[config.mk]
export PLATFORM = sky130hd
export DESIGN_NAME = uart_frame_serializer_flat
export DESIGN_NICKNAME = d
export VERILOG_FILES = /design/src/rtl/uart_tx_pkg.sv /design/src/rtl/uart_frame_serializer_if.sv /design/src/rtl/uart_parity_calc.sv /design/src/rtl/uart_frame_serializer.sv /design/src/flat_wrapper.sv
export SDC_FILE = /design/constraint.sdc
export NUM_CORES = 1
export LEC_CHECK = 0
export ABC_AREA = 1
export BUFFER_PORTS_ARGS = -buffer_cell sky130_fd_sc_hd__buf_2
export CAP_MARGIN = 30
export CORE_MARGIN = 2
export CORE_UTILIZATION = 56
export CTS_BUF_LIST = sky130_fd_sc_hd__clkbuf_4
export DETAILED_ROUTE_END_ITERATION = 7
export PLACE_DENSITY = 0.79
export SETUP_SLACK_MARGIN = 0.05
export SLEW_MARGIN = 20
export SYNTH_ARGS = -nofsm -noshare
export SYNTH_HDL_FRONTEND = slang
export SYNTH_SLANG_ARGS = --single-unit
export TNS_END_PERCENT = 10
[constraint.sdc]
create_clock -name CLK -period 1.6 [get_ports CLK]
set_input_delay 0.32 -clock CLK [delete_from_list [all_inputs] [get_ports CLK]]
set_output_delay 0.32 -clock CLK [all_outputs]
set_load 0.005 [all_outputs]
[src/rtl/uart_tx_pkg.sv]
// Shared definitions for the UART transmit path: frame states and frame-format constants.
package uart_tx_pkg;

   typedef enum logic [2:0] {
      IDLE,
      START,
      DATA,
      PARITY,
      STOP
   } tx_state_t;

   localparam int LEN_MIN = 5;

   localparam logic [1:0] STOP_BITS_ONE = 2'd1;
   localparam logic [1:0] STOP_BITS_TWO = 2'd2;

endpackage

[src/rtl/uart_frame_serializer_if.sv]
// Word handshake, per-frame configuration and serial-line status between the TX buffer and the serializer.
interface uart_frame_serializer_if #(
   parameter int MAX_DATA_WIDTH = 9,
   parameter int CNT_WIDTH      = 4
);

   logic                      TICK;
   logic [MAX_DATA_WIDTH-1:0] P_DATA;
   logic                      DATA_VALID;
   logic                      DATA_READY;
   logic [CNT_WIDTH-1:0]      CFG_LEN;
   logic                      CFG_MSB_FIRST;
   logic                      CFG_PAR_EN;
   logic                      CFG_PAR_ODD;
   logic                      CFG_STOP2;
   logic                      TX_OUT;
   logic                      BUSY;
   logic                      FRAME_DONE;

   modport master (
      output TICK, P_DATA, DATA_VALID, CFG_LEN, CFG_MSB_FIRST,
             CFG_PAR_EN, CFG_PAR_ODD, CFG_STOP2,
      input  DATA_READY, TX_OUT, BUSY, FRAME_DONE
   );

   modport slave (
      input  TICK, P_DATA, DATA_VALID, CFG_LEN, CFG_MSB_FIRST,
             CFG_PAR_EN, CFG_PAR_ODD, CFG_STOP2,
      output DATA_READY, TX_OUT, BUSY, FRAME_DONE
   );

endinterface

[src/rtl/uart_parity_calc.sv]
// Parity over the low 'len' bits of a data word; bits at or above len are masked out.
module uart_parity_calc #(
   parameter int DATA_WIDTH = 9,
   parameter int CNT_WIDTH  = 4
) (
   input  logic [DATA_WIDTH-1:0] data,
   input  logic [CNT_WIDTH-1:0]  len,
   input  logic                  odd,
   output logic                  parity
);

   always_comb begin
      parity = odd;
      for (int i = 0; i < DATA_WIDTH; i++) begin
         if (i < int'(len)) begin
            parity = parity ^ data[i];
         end
      end
   end

endmodule

[src/rtl/uart_frame_serializer.sv]
// UART transmit frame engine: start bit, 5..MAX_DATA_WIDTH data bits, optional parity, 1 or 2 stop bits,
// one bit per TICK, with back-to-back frames accepted on the final stop-bit edge.
module uart_frame_serializer
   import uart_tx_pkg::*;
#(
   parameter int MAX_DATA_WIDTH = 9,
   parameter int CNT_WIDTH      = 4
) (
   input  logic                 CLK,
   input  logic                 RST,
   uart_frame_serializer_if.slave bus
);

   tx_state_t                 state;
   logic [MAX_DATA_WIDTH-1:0] shift_reg;
   logic [MAX_DATA_WIDTH-1:0] load_data;
   logic [CNT_WIDTH-1:0]      len_r;
   logic [CNT_WIDTH-1:0]      bit_cnt;
   logic [CNT_WIDTH-1:0]      cfg_len_c;
   logic [1:0]                stop_cnt;
   logic [1:0]                stop_target;
   logic                      par_en_r;
   logic                      stop2_r;
   logic                      par_bit_r;
   logic                      par_bit_c;
   logic                      tx_r;
   logic                      busy_r;
   logic                      done_r;
   logic                      last_stop;
   logic                      ready;
   logic                      accept;

   assign stop_target    = stop2_r ? STOP_BITS_TWO : STOP_BITS_ONE;
   assign last_stop      = (state == STOP) && (stop_cnt == stop_target);
   assign ready          = bus.TICK && ((state == IDLE) || last_stop);
   assign accept         = ready && bus.DATA_VALID;

   assign bus.DATA_READY = ready;
   assign bus.TX_OUT     = tx_r;
   assign bus.BUSY       = busy_r;
   assign bus.FRAME_DONE = done_r;

   always_comb begin
      cfg_len_c = bus.CFG_LEN;
      if (bus.CFG_LEN < CNT_WIDTH'(LEN_MIN)) begin
         cfg_len_c = CNT_WIDTH'(LEN_MIN);
      end else if (bus.CFG_LEN > CNT_WIDTH'(MAX_DATA_WIDTH)) begin
         cfg_len_c = CNT_WIDTH'(MAX_DATA_WIDTH);
      end
   end

   // MSB-first words are bit-reversed at load so the shifter always sends bit 0 next.
   always_comb begin
      load_data = bus.P_DATA;
      if (bus.CFG_MSB_FIRST) begin
         load_data = '0;
         for (int i = 0; i < MAX_DATA_WIDTH; i++) begin
            if (i < int'(cfg_len_c)) begin
               load_data[i] = bus.P_DATA[cfg_len_c - CNT_WIDTH'(i) - 1'b1];
            end
         end
      end
   end

   uart_parity_calc #(
      .DATA_WIDTH (MAX_DATA_WIDTH),
      .CNT_WIDTH  (CNT_WIDTH)
   ) u_parity (
      .data   (bus.P_DATA),
      .len    (cfg_len_c),
      .odd    (bus.CFG_PAR_ODD),
      .parity (par_bit_c)
   );

   // Parity is captured at acceptance because the shifter is consumed during DATA.
   always_ff @(posedge CLK or negedge RST) begin
      if (!RST) begin
         state     <= IDLE;
         shift_reg <= '0;
         len_r     <= '0;
         bit_cnt   <= '0;
         stop_cnt  <= '0;
         par_en_r  <= 1'b0;
         stop2_r   <= 1'b0;
         par_bit_r <= 1'b0;
         tx_r      <= 1'b1;
         busy_r    <= 1'b0;
         done_r    <= 1'b0;
      end else begin
         done_r <= 1'b0;
         if (bus.TICK) begin
            if (last_stop) begin
               done_r <= 1'b1;
            end
            if (accept) begin
               state     <= START;
               busy_r    <= 1'b1;
               tx_r      <= 1'b0;
               shift_reg <= load_data;
               len_r     <= cfg_len_c;
               bit_cnt   <= '0;
               stop_cnt  <= '0;
               par_en_r  <= bus.CFG_PAR_EN;
               stop2_r   <= bus.CFG_STOP2;
               par_bit_r <= par_bit_c;
            end else begin
               case (state)
                  IDLE: begin
                     tx_r <= 1'b1;
                  end
                  START: begin
                     state     <= DATA;
                     tx_r      <= shift_reg[0];
                     shift_reg <= shift_reg >> 1;
                     bit_cnt   <= CNT_WIDTH'(1);
                  end
                  DATA: begin
                     if (bit_cnt == len_r) begin
                        if (par_en_r) begin
                           state <= PARITY;
                           tx_r  <= par_bit_r;
                        end else begin
                           state    <= STOP;
                           tx_r     <= 1'b1;
                           stop_cnt <= STOP_BITS_ONE;
                        end
                     end else begin
                        tx_r      <= shift_reg[0];
                        shift_reg <= shift_reg >> 1;
                        bit_cnt   <= bit_cnt + 1'b1;
                     end
                  end
                  PARITY: begin
                     state    <= STOP;
                     tx_r     <= 1'b1;
                     stop_cnt <= STOP_BITS_ONE;
                  end
                  STOP: begin
                     if (last_stop) begin
                        state  <= IDLE;
                        busy_r <= 1'b0;
                        tx_r   <= 1'b1;
                     end else begin
                        stop_cnt <= stop_cnt + 1'b1;
                     end
                  end
                  default: begin
                     state  <= IDLE;
                     busy_r <= 1'b0;
                     tx_r   <= 1'b1;
                  end
               endcase
            end
         end
      end
   end

endmodule

[src/flat_wrapper.sv]
// flat-port wrapper written by rule: the top's interface ports become plain ports
module uart_frame_serializer_flat import uart_tx_pkg::*;
#(
   parameter int MAX_DATA_WIDTH = 9,
   parameter int CNT_WIDTH      = 4
)
  (CLK, RST, bus_TICK, bus_P_DATA, bus_DATA_VALID, bus_CFG_LEN, bus_CFG_MSB_FIRST, bus_CFG_PAR_EN, bus_CFG_PAR_ODD, bus_CFG_STOP2, bus_DATA_READY, bus_TX_OUT, bus_BUSY, bus_FRAME_DONE);
  uart_frame_serializer_if #(.MAX_DATA_WIDTH(MAX_DATA_WIDTH), .CNT_WIDTH(CNT_WIDTH)) bus_i ();
  input  logic CLK;
  input  logic RST;
  input wire logic [$bits(bus_i.TICK)-1:0] bus_TICK;
  input wire logic [$bits(bus_i.P_DATA)-1:0] bus_P_DATA;
  input wire logic [$bits(bus_i.DATA_VALID)-1:0] bus_DATA_VALID;
  input wire logic [$bits(bus_i.CFG_LEN)-1:0] bus_CFG_LEN;
  input wire logic [$bits(bus_i.CFG_MSB_FIRST)-1:0] bus_CFG_MSB_FIRST;
  input wire logic [$bits(bus_i.CFG_PAR_EN)-1:0] bus_CFG_PAR_EN;
  input wire logic [$bits(bus_i.CFG_PAR_ODD)-1:0] bus_CFG_PAR_ODD;
  input wire logic [$bits(bus_i.CFG_STOP2)-1:0] bus_CFG_STOP2;
  output wire logic [$bits(bus_i.DATA_READY)-1:0] bus_DATA_READY;
  output wire logic [$bits(bus_i.TX_OUT)-1:0] bus_TX_OUT;
  output wire logic [$bits(bus_i.BUSY)-1:0] bus_BUSY;
  output wire logic [$bits(bus_i.FRAME_DONE)-1:0] bus_FRAME_DONE;
  assign bus_i.TICK = bus_TICK;
  assign bus_i.P_DATA = bus_P_DATA;
  assign bus_i.DATA_VALID = bus_DATA_VALID;
  assign bus_i.CFG_LEN = bus_CFG_LEN;
  assign bus_i.CFG_MSB_FIRST = bus_CFG_MSB_FIRST;
  assign bus_i.CFG_PAR_EN = bus_CFG_PAR_EN;
  assign bus_i.CFG_PAR_ODD = bus_CFG_PAR_ODD;
  assign bus_i.CFG_STOP2 = bus_CFG_STOP2;
  assign bus_DATA_READY = bus_i.DATA_READY;
  assign bus_TX_OUT = bus_i.TX_OUT;
  assign bus_BUSY = bus_i.BUSY;
  assign bus_FRAME_DONE = bus_i.FRAME_DONE;
  uart_frame_serializer #(.MAX_DATA_WIDTH(MAX_DATA_WIDTH), .CNT_WIDTH(CNT_WIDTH)) u_core (.CLK(CLK), .RST(RST), .bus(bus_i));
endmodule
==> out/qor.csv <==
stage,metric,value,unit
yosys,ys_dominant_reg_cell,dfrtp_1,
worst_setup_path,reg2regPathDepth,9,
flow_run,drv_cap,0,
worst_setup_path,crit_path_start,u_core.state[1],
worst_setup_path,worst-setup-path-type,register to register,
worst_setup_path,crit_fanout,8,
yosys,synth_most_common_cell,nand2_1,
clock_network,cts_sinks,28,
power,pwr-share-comb,0.589,
outcome,violations,setup timing,
global_routing,grt_pass1_wl,12.4,mm
clock_network,cts_buffer_depth,2,
detailed_routing,vias_per_cell,5.64,
layout,post-route-util,0.779,
worst_setup_path,crit_buf_inv,2,
sta,fin_hold_ws,0.157,ns
yosys,async_flop_share,1.00,
die,start_util,0.589,
power,internal_power,2.33,mW
global_routing,first_global_vias,2744,
clock_network,numCtsBuffers,3,
layout,layout.cells.non_filler,519,
worst_setup_path,setup.worst_path.end,u_core.bit_cnt[2],
die,ios,25,
yosys,synth_common_cells,"115 x nand2_1, 47 x nand3_1, 42 x inv_1, 31 x nor2_1, 27 x dfrtp_1",
worst_setup_path,ff2ff_setup_slack,-0.33,ns
layout,antenna_cells,0,
power,irDropWorstVdd,698,uV
yosys,seq_area_frac_synth,0.272,
detailed_routing,route.detailed.wl_per_inst,15.7,um
yosys,ys_warn_count,0,
clock_network,clock_latency,0.35,ns
detailed_routing,initialDrtViolationCount,267,
yosys,syn_nets,422,
worst_setup_path,r2r_start,u_core.state[1],
worst_setup_path,required,1.85,ns
sta,timing.final.crit_share,1.21,
placed_design,gp_congestion,1.00,
global_routing,grt_overflow_total,0,
global_routing,met3_usage,0.0375,
placed_design,dp.cells,508,
worst_setup_path,critPathLaunchType,register,
yosys,yosys-top-cells-area,"dfrtp_1 26%, nand2_1 17%, nand3_1 9.1%, ha_1 6.8%, inv_1 6.1%",
clock_network,htree_levels,1,
clock_network,clk_pin_slew,0.17,ns
detailed_routing,ant_nets,0,
sta,worstMarginPinSlew,0.635,ns
sta,finalClockSkew,0.0148,ns
worst_setup_path,critical_path.cell_chain,buf_4 > nor3_2 > inv_1 > nand2_1 > nand3_4 > nand2_8 > nand3_1 > nand2_1 > nor2_1,
outcome,outcome,"finished, violations left",
global_routing,track_usage,0.301,
detailed_routing,wl,8.14,mm
power,sequentialPowerShare,0.297,
power,powerDensity,1240,nW/um^2
sta,setup_ws,-0.330,ns
layout,final_nets,503,
worst_setup_path,r2r_end,u_core.bit_cnt[2],
worst_setup_path,cpMostUsedCell,nand2_1,
worst_setup_path,worstPathArrival,2.18,ns
global_routing,antenna_found_initial,0,
sta,period_needed,1.93,ns
placed_design,io_buffers,24,
layout,area_growth,32.4,%
die,rows,24,
sta,tns,-5.34,ns
global_routing,met2_usage,0.528,
sta,fmax,518,MHz
yosys,yosysTopAreaCell,dfrtp_1,
yosys,avgSynthCellArea,6.67,um^2
yosys,synth_cells,387,
worst_setup_path,crit_path_max_incr_delay,0.47,ns
sta,hold_violations,0,
power,p_clk_frac,0.114,
global_routing,use_met1,0.386,
placed_design,hpwlAfterDp,5.63,mm
power,p_sw_frac,0.449,
yosys,ys_seq_elements,28,
die,dieArea,5170,um^2
sta,setup_viol,27,
sta,grt_setup_unrepaired,yes,
clock_network,cts_tree,yes,
power,p_leak,1.78,nW
yosys,yosysTopAreaCellShare,0.262,
detailed_routing,drc,0,
die,die_w,71.9,um
worst_setup_path,worst-path-stages,9,
worst_setup_path,path_delay_family,simple AND/OR/NAND/NOR gates,
worst_setup_path,slowest_stage,dfrtp_2,
detailed_routing,first_pass_iters,5,
power,p_sw,1.91,mW
layout,drive_gt1_frac,0.317,
sta,maxSlewViolCount,0,
layout,largest_reg_flops,9,
sta,relSlewSlack,0.577,
yosys,synth_edf_count,0,
placed_design,place_ws,-0.487,ns
global_routing,grt_busiest_layer,met2,
detailed_routing,vias,2928,
global_routing,grt_max_degree,29,
die,chipHeight,71.9,um
min_path,hold_class,primary input to register,
die,core,4380,um^2
yosys,yosysUniqueCellTypes,41,
clock_network,cts_root_buf,clkbuf_4,
worst_setup_path,endpoint_kind,register,
yosys,synthesis.area,2580,um^2
[logic make-up after synthesis]
| kind of cell | share of synthesized area |
|---|---|
| simple gates | 0.386 |
| xor+xnor | 0.0407 |
| fa+ha+maj | 0.0679 |
| buf+inv | 0.0955 |
| flops | 0.272 |
| compound gates | 0.138 |
[stage by stage]
stage / total power [mW] / area, um^2
2_1_floorplan: 2.54 / 2640
3_3_place_gp: 3.18 / 3160
3_5_place_dp: 3.26 / 3160
4_1_cts: 3.87 / 3290
5_1_grt: 4.56 / 3420
6_report: 4.24 / 3420
[area by class of cell]
| type | instances | area (um^2) |
|---|---|---|
| Clock inverter | 1 | 30.0 |
| Sequential cell | 28 | 704 |
| Multi-Input combinational cell | 304 | 1810 |
| Tap cell | 52 | 65.1 |
| Inverter | 45 | 176 |
| Fill cell | 305 | 967 |
| Clock buffer | 3 | 22.5 |
| Timing Repair Buffer | 86 | 611 |
[per-layer routing]
layer  up-vias  part of all wire  wire length, um
met2       152              0.50             4060
li1       1418                 -                -
met5         -                 0                0
met1      1325              0.40             3240
met3        33             0.065              532
met4         0             0.039              315
[layout by cell type, fill, tap and decap left out, types with 11 or more instances in the layout]
cell     Yosys  layout
nor2_1      31      24
nand3_1     47      47
o21ai_1      5      12
o21ai_0     19      11
dfrtp_1     27      25
buf_2        2      23
a21oi_1     18      15
inv_1       42      35
buf_4        2      59
nand2_1    115     111
[power groups by stage]
stage               Clock [mW]  Combinational [mW]  Sequential [mW]
floorplan                    0                1.34             1.20
global placement             0                1.96             1.22
detailed placement           0                2.03             1.23
CTS                      0.483                2.15             1.23
global route             0.512                2.75             1.29
finish                   0.483                2.50             1.26
[worst min-delay path by stage]
stage | startpoint | endpoint | slack [ns] | cells past startpoint
floorplan | RST | u_core.bit_cnt[0] | 0.02 | 0
detailed placement | RST | u_core.len_r[2] | 0.37 | 1
CTS | bus_CFG_STOP2 | u_core.stop2_r | 0.16 | 3
finish | bus_CFG_STOP2 | u_core.stop2_r | 0.16 | 3
global route | bus_CFG_STOP2 | u_core.stop2_r | 0.16 | 3
global placement | RST | u_core.len_r[3] | 0.36 | 1
[worst min-delay path, cell delays in order]
cell	delay, ns
buf_2	0.08
nand2_1	0.04
nand2_1	0.04
[repair_timing]
| item | in CTS | in global routing |
|---|---|---|
| endpoints found under the hold margin | 16 | 0 |
| endpoints found under the setup margin | 27 | 28 |
| pin swaps | 4 | 3 |
| setup buffers | 1 | 4 |
| hold buffers | 1 | 0 |
| gates cloned | 1 | 0 |
| resized for setup | 17 | 27 |
(Power assumes the default switching activity.)
